[config.mk]
export PLATFORM = sky130hd
export DESIGN_NAME = line_fetch_scheduler_flat
export DESIGN_NICKNAME = d
export VERILOG_FILES = /design/src/rtl/line_fetch_scheduler_if.sv /design/src/rtl/line_fetch_scheduler.sv /design/src/flat_wrapper.sv
export SDC_FILE = /design/constraint.sdc
export NUM_CORES = 1
export LEC_CHECK = 0
export ABC_AREA = 0
export CORE_MARGIN = 8
export CORE_UTILIZATION = 48
export CTS_BUF_LIST = sky130_fd_sc_hd__clkbuf_4
export DETAILED_ROUTE_END_ITERATION = 10
export PLACE_DENSITY = 0.79
export SLEW_MARGIN = 30
export SYNTH_ARGS = -nofsm -noshare
export SYNTH_HDL_FRONTEND = slang
export SYNTH_SLANG_ARGS = --single-unit
[constraint.sdc]
create_clock -name clk -period 4.95 [get_ports clk]
set_clock_uncertainty 0.2 [all_clocks]
set_input_delay 1.2375 -clock clk [delete_from_list [all_inputs] [get_ports clk]]
set_output_delay 1.2375 -clock clk [all_outputs]
set_load 0.01 [all_outputs]
[src/rtl/line_fetch_scheduler_if.sv]
// SDRAM burst port 0 bundle shared by line fetches and download writes.
interface line_fetch_scheduler_if;
  logic [24:0] sd_addr;
  logic [15:0] sd_data;
  logic        sd_wr_req;
  logic        sd_rd_req;
  logic        sd_end_burst;
  logic        sd_data_available;
  logic [15:0] sd_q;

  modport master (
    output sd_addr, sd_data, sd_wr_req, sd_rd_req, sd_end_burst,
    input  sd_data_available, sd_q
  );

  modport slave (
    input  sd_addr, sd_data, sd_wr_req, sd_rd_req, sd_end_burst,
    output sd_data_available, sd_q
  );
endinterface

[src/rtl/line_fetch_scheduler.sv]
// Per-line SDRAM burst fetch of the interleaved background/mask image into the
// pixel FIFOs, sharing the SDRAM port with image-download writes.
module line_fetch_scheduler #(
  parameter int WORDS_PER_LINE = 2160,
  parameter int LINES          = 720,
  parameter int REQ_GAP        = 2
) (
  input  logic                          clk,
  input  logic                          reset,
  input  logic                          hblank,
  input  logic [9:0]                    video_y,
  input  logic                          dl_active,
  input  logic                          dl_wr,
  input  logic [24:0]                   dl_addr,
  input  logic [15:0]                   dl_data,
  line_fetch_scheduler_if.master        sd,
  output logic                          fifo_clear,
  output logic                          fifo_wr,
  output logic [23:0]                   bg_pixel,
  output logic [23:0]                   mask_pixel,
  output logic                          line_done,
  output logic                          late_line
);
  localparam int CW = $clog2(WORDS_PER_LINE + 1);
  localparam int GW = (REQ_GAP > 1) ? $clog2(REQ_GAP) : 1;
  localparam logic [CW-1:0] WPL    = CW'(WORDS_PER_LINE);
  localparam logic [CW-1:0] WPL_M2 = CW'(WORDS_PER_LINE - 2);
  localparam logic [GW-1:0] GAP_LAST = GW'(REQ_GAP - 1);

  typedef enum logic [2:0] {S_IDLE, S_REQ, S_BURST, S_GAP, S_DRAIN} state_t;

  state_t          state_q, state_d;
  logic            hb_meta_q, hb_sync_q, hb_prev_q;
  logic            dav_q, dl_active_q;
  logic [24:0]     base_q, base_d;
  logic [CW-1:0]   word_cnt_q, word_cnt_d;
  logic [1:0]      byte_phase_q, byte_phase_d;
  logic [23:0]     bg_q, bg_d, mask_q, mask_d;
  logic [GW-1:0]   gap_cnt_q, gap_cnt_d;
  logic            restart_q, restart_d;
  logic            end_sent_q, end_sent_d;
  logic            fifo_wr_q, fifo_wr_d;
  logic            line_done_q, line_done_d;
  logic            late_line_q, late_line_d;
  logic            end_burst_q, end_burst_d;
  logic            wr_req_q, wr_req_d;
  logic [24:0]     wr_addr_q, wr_addr_d;
  logic [15:0]     wr_data_q, wr_data_d;

  logic            start, dl_rise, dav_fall;
  logic [10:0]     y_inc;
  logic [9:0]      y_next;

  assign start    = hb_sync_q & ~hb_prev_q;
  assign dl_rise  = dl_active & ~dl_active_q;
  assign dav_fall = dav_q & ~sd.sd_data_available;
  assign y_inc    = {1'b0, video_y} + 11'd1;
  assign y_next   = (y_inc >= 11'(LINES)) ? 10'd0 : y_inc[9:0];

  // Download writes: granted when idle or whenever the download owns the port.
  always_comb begin
    wr_req_d  = dl_wr & ((state_q == S_IDLE) | dl_active);
    wr_addr_d = wr_req_d ? dl_addr : wr_addr_q;
    wr_data_d = wr_req_d ? dl_data : wr_data_q;
  end

  // Fetch FSM: start/abort take priority over normal burst progress.
  always_comb begin
    state_d      = state_q;
    base_d       = base_q;
    word_cnt_d   = word_cnt_q;
    byte_phase_d = byte_phase_q;
    bg_d         = bg_q;
    mask_d       = mask_q;
    gap_cnt_d    = gap_cnt_q;
    restart_d    = restart_q;
    end_sent_d   = end_sent_q;
    fifo_wr_d    = 1'b0;
    line_done_d  = 1'b0;
    late_line_d  = 1'b0;
    end_burst_d  = 1'b0;

    if (start) begin
      // New line: any word arriving this cycle is dropped.
      base_d       = 25'(y_next) * 25'(WORDS_PER_LINE);
      word_cnt_d   = '0;
      byte_phase_d = 2'd0;
      case (state_q)
        S_IDLE:  state_d = dl_active ? S_IDLE : S_REQ;
        S_DRAIN: restart_d = ~dl_active;
        default: begin
          late_line_d = 1'b1;
          end_burst_d = 1'b1;
          state_d     = S_DRAIN;
          restart_d   = ~dl_active;
        end
      endcase
    end else if (dl_rise && state_q != S_IDLE) begin
      end_burst_d = 1'b1;
      state_d     = S_DRAIN;
      restart_d   = 1'b0;
    end else begin
      case (state_q)
        S_REQ: begin
          // Hold off the read request while a write occupies the port.
          if (!wr_req_q) begin
            state_d    = S_BURST;
            end_sent_d = 1'b0;
          end
        end
        S_BURST: begin
          if (sd.sd_data_available && word_cnt_q < WPL) begin
            bg_d         = {sd.sd_q[7:0],  bg_q[23:8]};
            mask_d       = {sd.sd_q[15:8], mask_q[23:8]};
            word_cnt_d   = word_cnt_q + CW'(1);
            byte_phase_d = (byte_phase_q == 2'd2) ? 2'd0 : byte_phase_q + 2'd1;
            fifo_wr_d    = (byte_phase_q == 2'd2);
            // Terminate the burst once, as the last two words come in.
            if (word_cnt_q >= WPL_M2 && !end_sent_q) begin
              end_burst_d = 1'b1;
              end_sent_d  = 1'b1;
            end
          end
          if (dav_fall) begin
            if (word_cnt_q == WPL) begin
              line_done_d = 1'b1;
              state_d     = S_IDLE;
            end else begin
              state_d   = S_GAP;
              gap_cnt_d = '0;
            end
          end
        end
        S_GAP: begin
          if (gap_cnt_q == GAP_LAST) state_d = S_REQ;
          else                       gap_cnt_d = gap_cnt_q + GW'(1);
        end
        S_DRAIN: begin
          if (!sd.sd_data_available) begin
            state_d   = restart_q ? S_REQ : S_IDLE;
            restart_d = 1'b0;
          end
        end
        default: ;
      endcase
    end
  end

  // State, datapath and pulse registers; hblank synchronizer and edge flops.
  always_ff @(posedge clk or posedge reset) begin
    if (reset) begin
      state_q      <= S_IDLE;
      hb_meta_q    <= 1'b0;
      hb_sync_q    <= 1'b0;
      hb_prev_q    <= 1'b0;
      dav_q        <= 1'b0;
      dl_active_q  <= 1'b0;
      base_q       <= '0;
      word_cnt_q   <= '0;
      byte_phase_q <= '0;
      bg_q         <= '0;
      mask_q       <= '0;
      gap_cnt_q    <= '0;
      restart_q    <= 1'b0;
      end_sent_q   <= 1'b0;
      fifo_wr_q    <= 1'b0;
      line_done_q  <= 1'b0;
      late_line_q  <= 1'b0;
      end_burst_q  <= 1'b0;
      wr_req_q     <= 1'b0;
      wr_addr_q    <= '0;
      wr_data_q    <= '0;
    end else begin
      state_q      <= state_d;
      hb_meta_q    <= hblank;
      hb_sync_q    <= hb_meta_q;
      hb_prev_q    <= hb_sync_q;
      dav_q        <= sd.sd_data_available;
      dl_active_q  <= dl_active;
      base_q       <= base_d;
      word_cnt_q   <= word_cnt_d;
      byte_phase_q <= byte_phase_d;
      bg_q         <= bg_d;
      mask_q       <= mask_d;
      gap_cnt_q    <= gap_cnt_d;
      restart_q    <= restart_d;
      end_sent_q   <= end_sent_d;
      fifo_wr_q    <= fifo_wr_d;
      line_done_q  <= line_done_d;
      late_line_q  <= late_line_d;
      end_burst_q  <= end_burst_d;
      wr_req_q     <= wr_req_d;
      wr_addr_q    <= wr_addr_d;
      wr_data_q    <= wr_data_d;
    end
  end

  assign fifo_clear      = start;
  assign fifo_wr         = fifo_wr_q;
  assign bg_pixel        = bg_q;
  assign mask_pixel      = mask_q;
  assign line_done       = line_done_q;
  assign late_line       = late_line_q;
  assign sd.sd_rd_req    = (state_q == S_REQ) & ~wr_req_q;
  assign sd.sd_wr_req    = wr_req_q;
  assign sd.sd_end_burst = end_burst_q;
  assign sd.sd_addr      = wr_req_q ? wr_addr_q : base_q + 25'(word_cnt_q);
  assign sd.sd_data      = wr_data_q;
endmodule

[src/flat_wrapper.sv]
// flat-port wrapper written by rule: the top's interface ports become plain ports
module line_fetch_scheduler_flat 
#(
  parameter int WORDS_PER_LINE = 2160,
  parameter int LINES          = 720,
  parameter int REQ_GAP        = 2
)
  (clk, reset, hblank, video_y, dl_active, dl_wr, dl_addr, dl_data, fifo_clear, fifo_wr, bg_pixel, mask_pixel, line_done, late_line, sd_sd_addr, sd_sd_data, sd_sd_wr_req, sd_sd_rd_req, sd_sd_end_burst, sd_sd_data_available, sd_sd_q);
  line_fetch_scheduler_if sd_i ();
  input  logic clk;
  input  logic reset;
  input  logic hblank;
  input  logic [9:0] video_y;
  input  logic dl_active;
  input  logic dl_wr;
  input  logic [24:0] dl_addr;
  input  logic [15:0] dl_data;
  output logic fifo_clear;
  output logic fifo_wr;
  output logic [23:0] bg_pixel;
  output logic [23:0] mask_pixel;
  output logic line_done;
  output logic late_line;
  output wire logic [$bits(sd_i.sd_addr)-1:0] sd_sd_addr;
  output wire logic [$bits(sd_i.sd_data)-1:0] sd_sd_data;
  output wire logic [$bits(sd_i.sd_wr_req)-1:0] sd_sd_wr_req;
  output wire logic [$bits(sd_i.sd_rd_req)-1:0] sd_sd_rd_req;
  output wire logic [$bits(sd_i.sd_end_burst)-1:0] sd_sd_end_burst;
  input wire logic [$bits(sd_i.sd_data_available)-1:0] sd_sd_data_available;
  input wire logic [$bits(sd_i.sd_q)-1:0] sd_sd_q;
  assign sd_sd_addr = sd_i.sd_addr;
  assign sd_sd_data = sd_i.sd_data;
  assign sd_sd_wr_req = sd_i.sd_wr_req;
  assign sd_sd_rd_req = sd_i.sd_rd_req;
  assign sd_sd_end_burst = sd_i.sd_end_burst;
  assign sd_i.sd_data_available = sd_sd_data_available;
  assign sd_i.sd_q = sd_sd_q;
  line_fetch_scheduler #(.WORDS_PER_LINE(WORDS_PER_LINE), .LINES(LINES), .REQ_GAP(REQ_GAP)) u_core (.clk(clk), .reset(reset), .hblank(hblank), .video_y(video_y), .dl_active(dl_active), .dl_wr(dl_wr), .dl_addr(dl_addr), .dl_data(dl_data), .sd(sd_i), .fifo_clear(fifo_clear), .fifo_wr(fifo_wr), .bg_pixel(bg_pixel), .mask_pixel(mask_pixel), .line_done(line_done), .late_line(late_line));
endmodule
Yosys cells after proc, flatten, opt, wreduce, memory -nomap -nowiden
Cells that the tools add are included.
{"block": "word_totals", "ramBits": 0, "ff_bits": 137, "latchBits": 0, "output_inout_bits": 96, "romBits": 0, "wordCells": 132, "n_memories": 0}
{"block": "op_classes", "addsub": 5, "n_bitwise": 13, "n_div": 0, "n_shift": 0, "order_cmp": 3, "n_mux": 51, "reduce_logical": 19, "eq_ne": 19, "mul": 1}
{"cell": "$mux 12", "count": 4}
{"cell": "$mux 1", "count": 29}
{"cell": "$mux 25", "count": 1}
{"cell": "$add 22x12->23", "count": 1}
{"cell": "$mul 10x8->18 const B", "count": 1}
{"cell": "$mux 3", "count": 6}
{"cell": "$add 12x1->12 const B", "count": 1}
{"cell": "$eq 12x12->1 const B", "count": 1}
{"cell": "$ge 12x12->1 const B", "count": 1}
{"cell": "$lt 12x12->1 const B", "count": 1}
{"cell": "$mux 2", "count": 6}
{"cell": "$pmux 3 s4", "count": 1}
{"cell": "$reduce_and 6->1", "count": 2}
{"cell": "$add 10x1->11 const B", "count": 1}
{"cell": "$ge 11x10->1 const B", "count": 1}
{"cell": "$mux 10", "count": 1}
{"cell": "$ne 2x2->1 const B", "count": 5}
{"cell": "$ne 4x2->1 const B", "count": 2}
{"cell": "$reduce_bool 2->1", "count": 4}
{"cell": "$not 1->1", "count": 7}
{"cell": "$eq 3x2->1 const B", "count": 2}
{"cell": "$ne 2x1->1 const B", "count": 3}
{"cell": "$ne 3x2->1 const B", "count": 2}
{"cell": "$pmux 3 s2", "count": 1}
{"cell": "18 further kinds", "count": 27}

Logic depth before layout (Yosys ltp)
Gate-level depths: netlist (run 1).
{"block": "logic_depth", "depth_word": 7, "depth_mapped": 20, "mapped_depth_nobuf": 19}

Worst setup path before layout (run 1)
OpenSTA, ideal clock, no wires.
{"block": "synth_timing", "path_type": "in2reg", "startpoint": "input port video_y[0]", "endpoint": "register u_core.base_q[19]", "setup_time_ns": 0.082, "required_ns": 4.668, "setup_slack_ns": -0.746, "arrival_ns": 5.414, "cell_stages": 20, "path_cell_list": "ha_1 > clkbuf_1 > and3_1 > o311a_1 > a22oi_1 > o22ai_1 > nor2_1 > ha_1 > ha_1 > inv_1 > fa_1 > inv_1 > ha_1 > inv_1 > fa_1 > nor2b_1 > o31ai_1 > a211oi_1 > or4_1 > a31oi_1"}
{"block": "synth_between", "elab_chain_len": 4}
{"item": "start, declared", "line": "flat_wrapper.sv:13", "rtl": "input logic [9:0] video_y;"}
{"item": "$add 10x1->11 *", "line": "line_fetch_scheduler.sv:57", "rtl": "assign y_inc = {1'b0, video_y} + 11'd1;"}
{"item": "$ge 11x10->1", "line": "line_fetch_scheduler.sv:58", "rtl": "assign y_next = (y_inc >= 11'(LINES)) ? 10'd0 : y_inc[9:0];"}
{"item": "$mux 10 *", "line": "line_fetch_scheduler.sv:58"}
{"item": "$mul 10x8->18 *", "line": "line_fetch_scheduler.sv:85", "rtl": "base_d = 25'(y_next) * 25'(WORDS_PER_LINE);"}
{"item": "end signal, assigned", "line": "line_fetch_scheduler.sv:180", "rtl": "base_q <= base_d;"}
{"item": "end, declared", "line": "line_fetch_scheduler.sv:35", "rtl": "logic [24:0] base_q, base_d;"}
Mark *: on every way between the ends. The rest lies on a longest branch, timed or not.
A chain may end at the register's enable or synchronous reset.

Final worst setup path (run 1)
{"block": "layout_timing", "startpoint": "input port video_y[1]", "endpoint": "register u_core.base_q[19]"}
The elaborated chain is that of the path after synthesis.

==> impl_metrics.ini, run 1 <==
[detailed_routing]
routed_wl_um = 21700
route.met3.wl_um = 987
viasPerCell = 5.29
first_pass_iters = 5
vias = 6963
routedLengthMet1_um = 8680
antenna_left = 0
wl_met2_um = 11500
top_layer = met4
initialDrtViolationCount = 340
wl_per_cell_um = 16.5
drc = 0

[sta]
hold_violations = 0
fmax_mhz = 198
period_share = 1.02
setup_ws_ns = -0.104
report.final.slew_viol_count = 0
setup_viol = 2
fin_setup_tns_ns = -0.130
tightest_slew_ns = 0.769
rsz0062_at_grt = true
period_minus_slack_ns = 5.05
slew_headroom = 0.486

[yosys]
synth_cells = 837
yosys_warnings = 0
syn_nets = 972
yosysSeqAreaShare = 0.420
synth_top_area_share = 0.420
synth_area_leaders = dfrtp_1 42%, mux2_4 8.8%, nand2_1 8.1%, ha_1 7.5%, fa_1 3.2%
synth_area_um2 = 8160
synth_largest_area_cell = dfrtp_1
synth.most_common_cell = nand2_1
synth_edf_count = 0
synth_seq_cells = 137
synth.distinct_cells = 65
synth_common_cells = 175 x nand2_1, 137 x dfrtp_1, 64 x inv_1
syn_avg_cell_area_um2 = 9.75
synth_ff_type = dfrtp_1
synthArstFlopShare = 1.00

[placement]
routabilityCongestion = 0.933
dp_hpwl_um = 15900
place_ws_ns = -1.13
dp.cells = 1262
placed_cell_area_um2 = 10700
numPortBuffers = 168

[setup_path]
cpMaxStageDelayCell = fa_1
worst-setup-path-type = input port to flop
crit_start = video_y[1]
cpPeakStageDelay_ns = 0.53
reg2reg_slack_ns = 2.05
r2r-start = u_core.word_cnt_q[7]$_DFFE_PP0P_
r2r-end = u_core.mask_pixel[18]$_DFFE_PP0P_
worstPathArrival_ns = 5.31
end_kind = flop
startpoint_type = input port
worstPathMaxFanout = 4
crit_top_cell = ha_4
reg2reg_depth = 5
required_ns = 5.20
crit_chain = buf_8 -> ha_4 -> and3_4 -> o311a_1 -> a22oi_2 -> buf_4 -> buf_6 -> o22ai_4 -> nor2_4 -> ha_4 -> inv_2 -> fa_1 -> fa_1 -> inv_2 -> ha_4 -> o21a_1 -> nor2_2 -> a211oi_2 -> or4_1 -> a31oi_1

[floorplan]
start_util = 0.492
die_y_um = 146
rows = 47
core_um2 = 16600
die_area_um2 = 21400
dieWidth_um = 146
io_pins = 169

[clock_tree]
cts_sinks = 137
cts_max_level = 4
clk_latency_ns = 0.54
ctsRootBufferMaster = clkbuf_4
cts_buffer_depth = 2
cts_tree = yes
hold_buffers = 0
clk_pin_slew_ns = 0.12
tritoncts.num_buffers = 17

[grt]
globalRouteOverflowTotal = 0
grt_max_degree = 67
grt_pass1_wl_um = 35000
grt_usage = 0.199
antenna_found_initial = 1
grt_pass1_vias = 6842

[hold_path]
hold_end = u_core.hb_prev_q$_DFF_PP0_
hp-class = flop to flop
worstHoldPathCells = 0
min_from = u_core.hb_sync_q$_DFF_PP0_

[final_layout]
finalInstanceArea_um2 = 11400
area_delta_synth_final_pct = 39.9
finalNonFillerCells = 1317
final_nets = 1218
drive_gt1_frac = 0.237

[status]
status = finished, violations left
violations = setup timing

[job]
drv_cap = 0

[power_and_ir_drop]
peakVddDrop_mv = 0.224
power_leakage_uw = 0.00539
powerDensity_nw_per_um2 = 408
routing by layer:
metal  GRT usage  vias to the layer above
li1            -                     3380
met1       0.232                     3347
met2       0.356                      199
met3      0.0352                       37
met4      0.0747                        0
met5           0                        -
how the worst max path moves through the flow:
| stage | end | slack [ns] | cells past startpoint |
|---|---|---|---|
| finish | u_core.base_q[19]$_DFFE_PP0P_ | -0.10 | 20 |
| CTS | u_core.base_q[19]$_DFFE_PP0P_ | -0.12 | 19 |
| detailed placement | u_core.base_q[19]$_DFFE_PP0P_ | -1.13 | 20 |
| global placement | u_core.base_q[17]$_DFFE_PP0P_ | -1.04 | 22 |
| floorplan | u_core.base_q[19]$_DFFE_PP0P_ | -0.50 | 20 |
| global route | u_core.base_q[19]$_DFFE_PP0P_ | -0.22 | 22 |
state kept, by name, indices dropped and copies added, names as in the netlist, 2 cells and up:
register / count
u_core.bg_pixel: 24
u_core.word_cnt_q: 12
u_core.byte_phase_q: 2
u_core.wr_addr_q: 25
u_core.mask_pixel: 24
u_core.base_q: 18
u_core.state_q: 3
u_core.sd.sd_data: 16
cell type report:
class	count	area, µm²
fill	1268	5170
multi-input combinational	597	4720
sequential	137	3430
timing repair buffer	263	2450
tap	220	275
inverter	67	255
clock inverter	15	153
clock buffer	17	128
antenna	1	2.50
report_power, final:
part | internal (µW) | total, µW | switching, µW
registers | 1440 | 1710 | 275
clock network | 267 | 730 | 464
logic | 1230 | 2220 | 983
critical path: cells and delay by family:
family,cells,cell delay [ns]
compound gates,6,1.09
fa+ha+maj,5,1.53
buf+inv,5,0.46
simple gates,4,0.99
through the flow:
| stage | power [µW] | utilization | hold slack, ns |
|---|---|---|---|
| 6_report | 4660 | 0.688 | 0.192 |
| 5_1_grt | 4960 | 0.688 | 0.202 |
| 4_1_cts | 4600 | 0.672 | 0.194 |
| 3_5_place_dp | 3820 | 0.643 | 0.166 |
| 3_3_place_gp | 3740 | 0.643 | 0.138 |
| 2_1_floorplan | 2850 | - | 0.131 |
logic make-up (layout without fill, tap and decap cells):
logic type	Yosys count	count (layout)	share of synthesized area
flip-flops	137	137	0.420
AO/OA/AOI/OAI	144	145	0.114
adder cells (fa/ha/maj)	62	62	0.107
multiplexers	53	53	0.0951
other	0	1	0
buffers and inverters	104	362	0.0592
XOR/XNOR	22	22	0.0236
AND/OR/NAND/NOR	315	315	0.181
layout by cell type, fill, tap and decap left out, types with 5 or more instances in the layout:
cell	instances
clkbuf_4	17
xnor2_1	8
ha_4	15
nor2_4	8
o21a_1	7
dfrtp_1	137
o21ai_0	36
inv_1	54
buf_6	11
and3_1	6
nor3_1	10
inv_6	7
or3_1	9
o21ai_1	5
clkdlybuf4s50_1	156
a31oi_1	11
or4_1	8
nand2_1	175
a21oi_1	21
mux2_4	48
and2_1	7
inv_2	9
o211ai_1	8
nand3_1	14
fa_1	12
o31ai_1	8
buf_4	84
ha_1	34
xor2_1	14
nor2_1	30
clkinvlp_4	5
nand4_1	9
timing repair:
item,4_1_cts,5_1_grt
cloned,1,0
resized for setup,35,53
buffers inserted,10,13
pin swaps,20,35
endpoints found under the setup margin,16,19
Note: power is estimated with default switching activity, not from simulation.
==> run 2: changes to the inputs <==
--- a/config.mk
+++ b/config.mk
@@ -10,6 +10,7 @@
 export CORE_UTILIZATION = 48
 export CTS_BUF_LIST = sky130_fd_sc_hd__clkbuf_4
 export DETAILED_ROUTE_END_ITERATION = 10
+export GPL_ROUTABILITY_DRIVEN = 1
 export PLACE_DENSITY = 0.79
 export SLEW_MARGIN = 30
 export SYNTH_ARGS = -nofsm -noshare
==> results of run 2 <==
The final DEF is identical to that of run 1; final timing and power are the same.
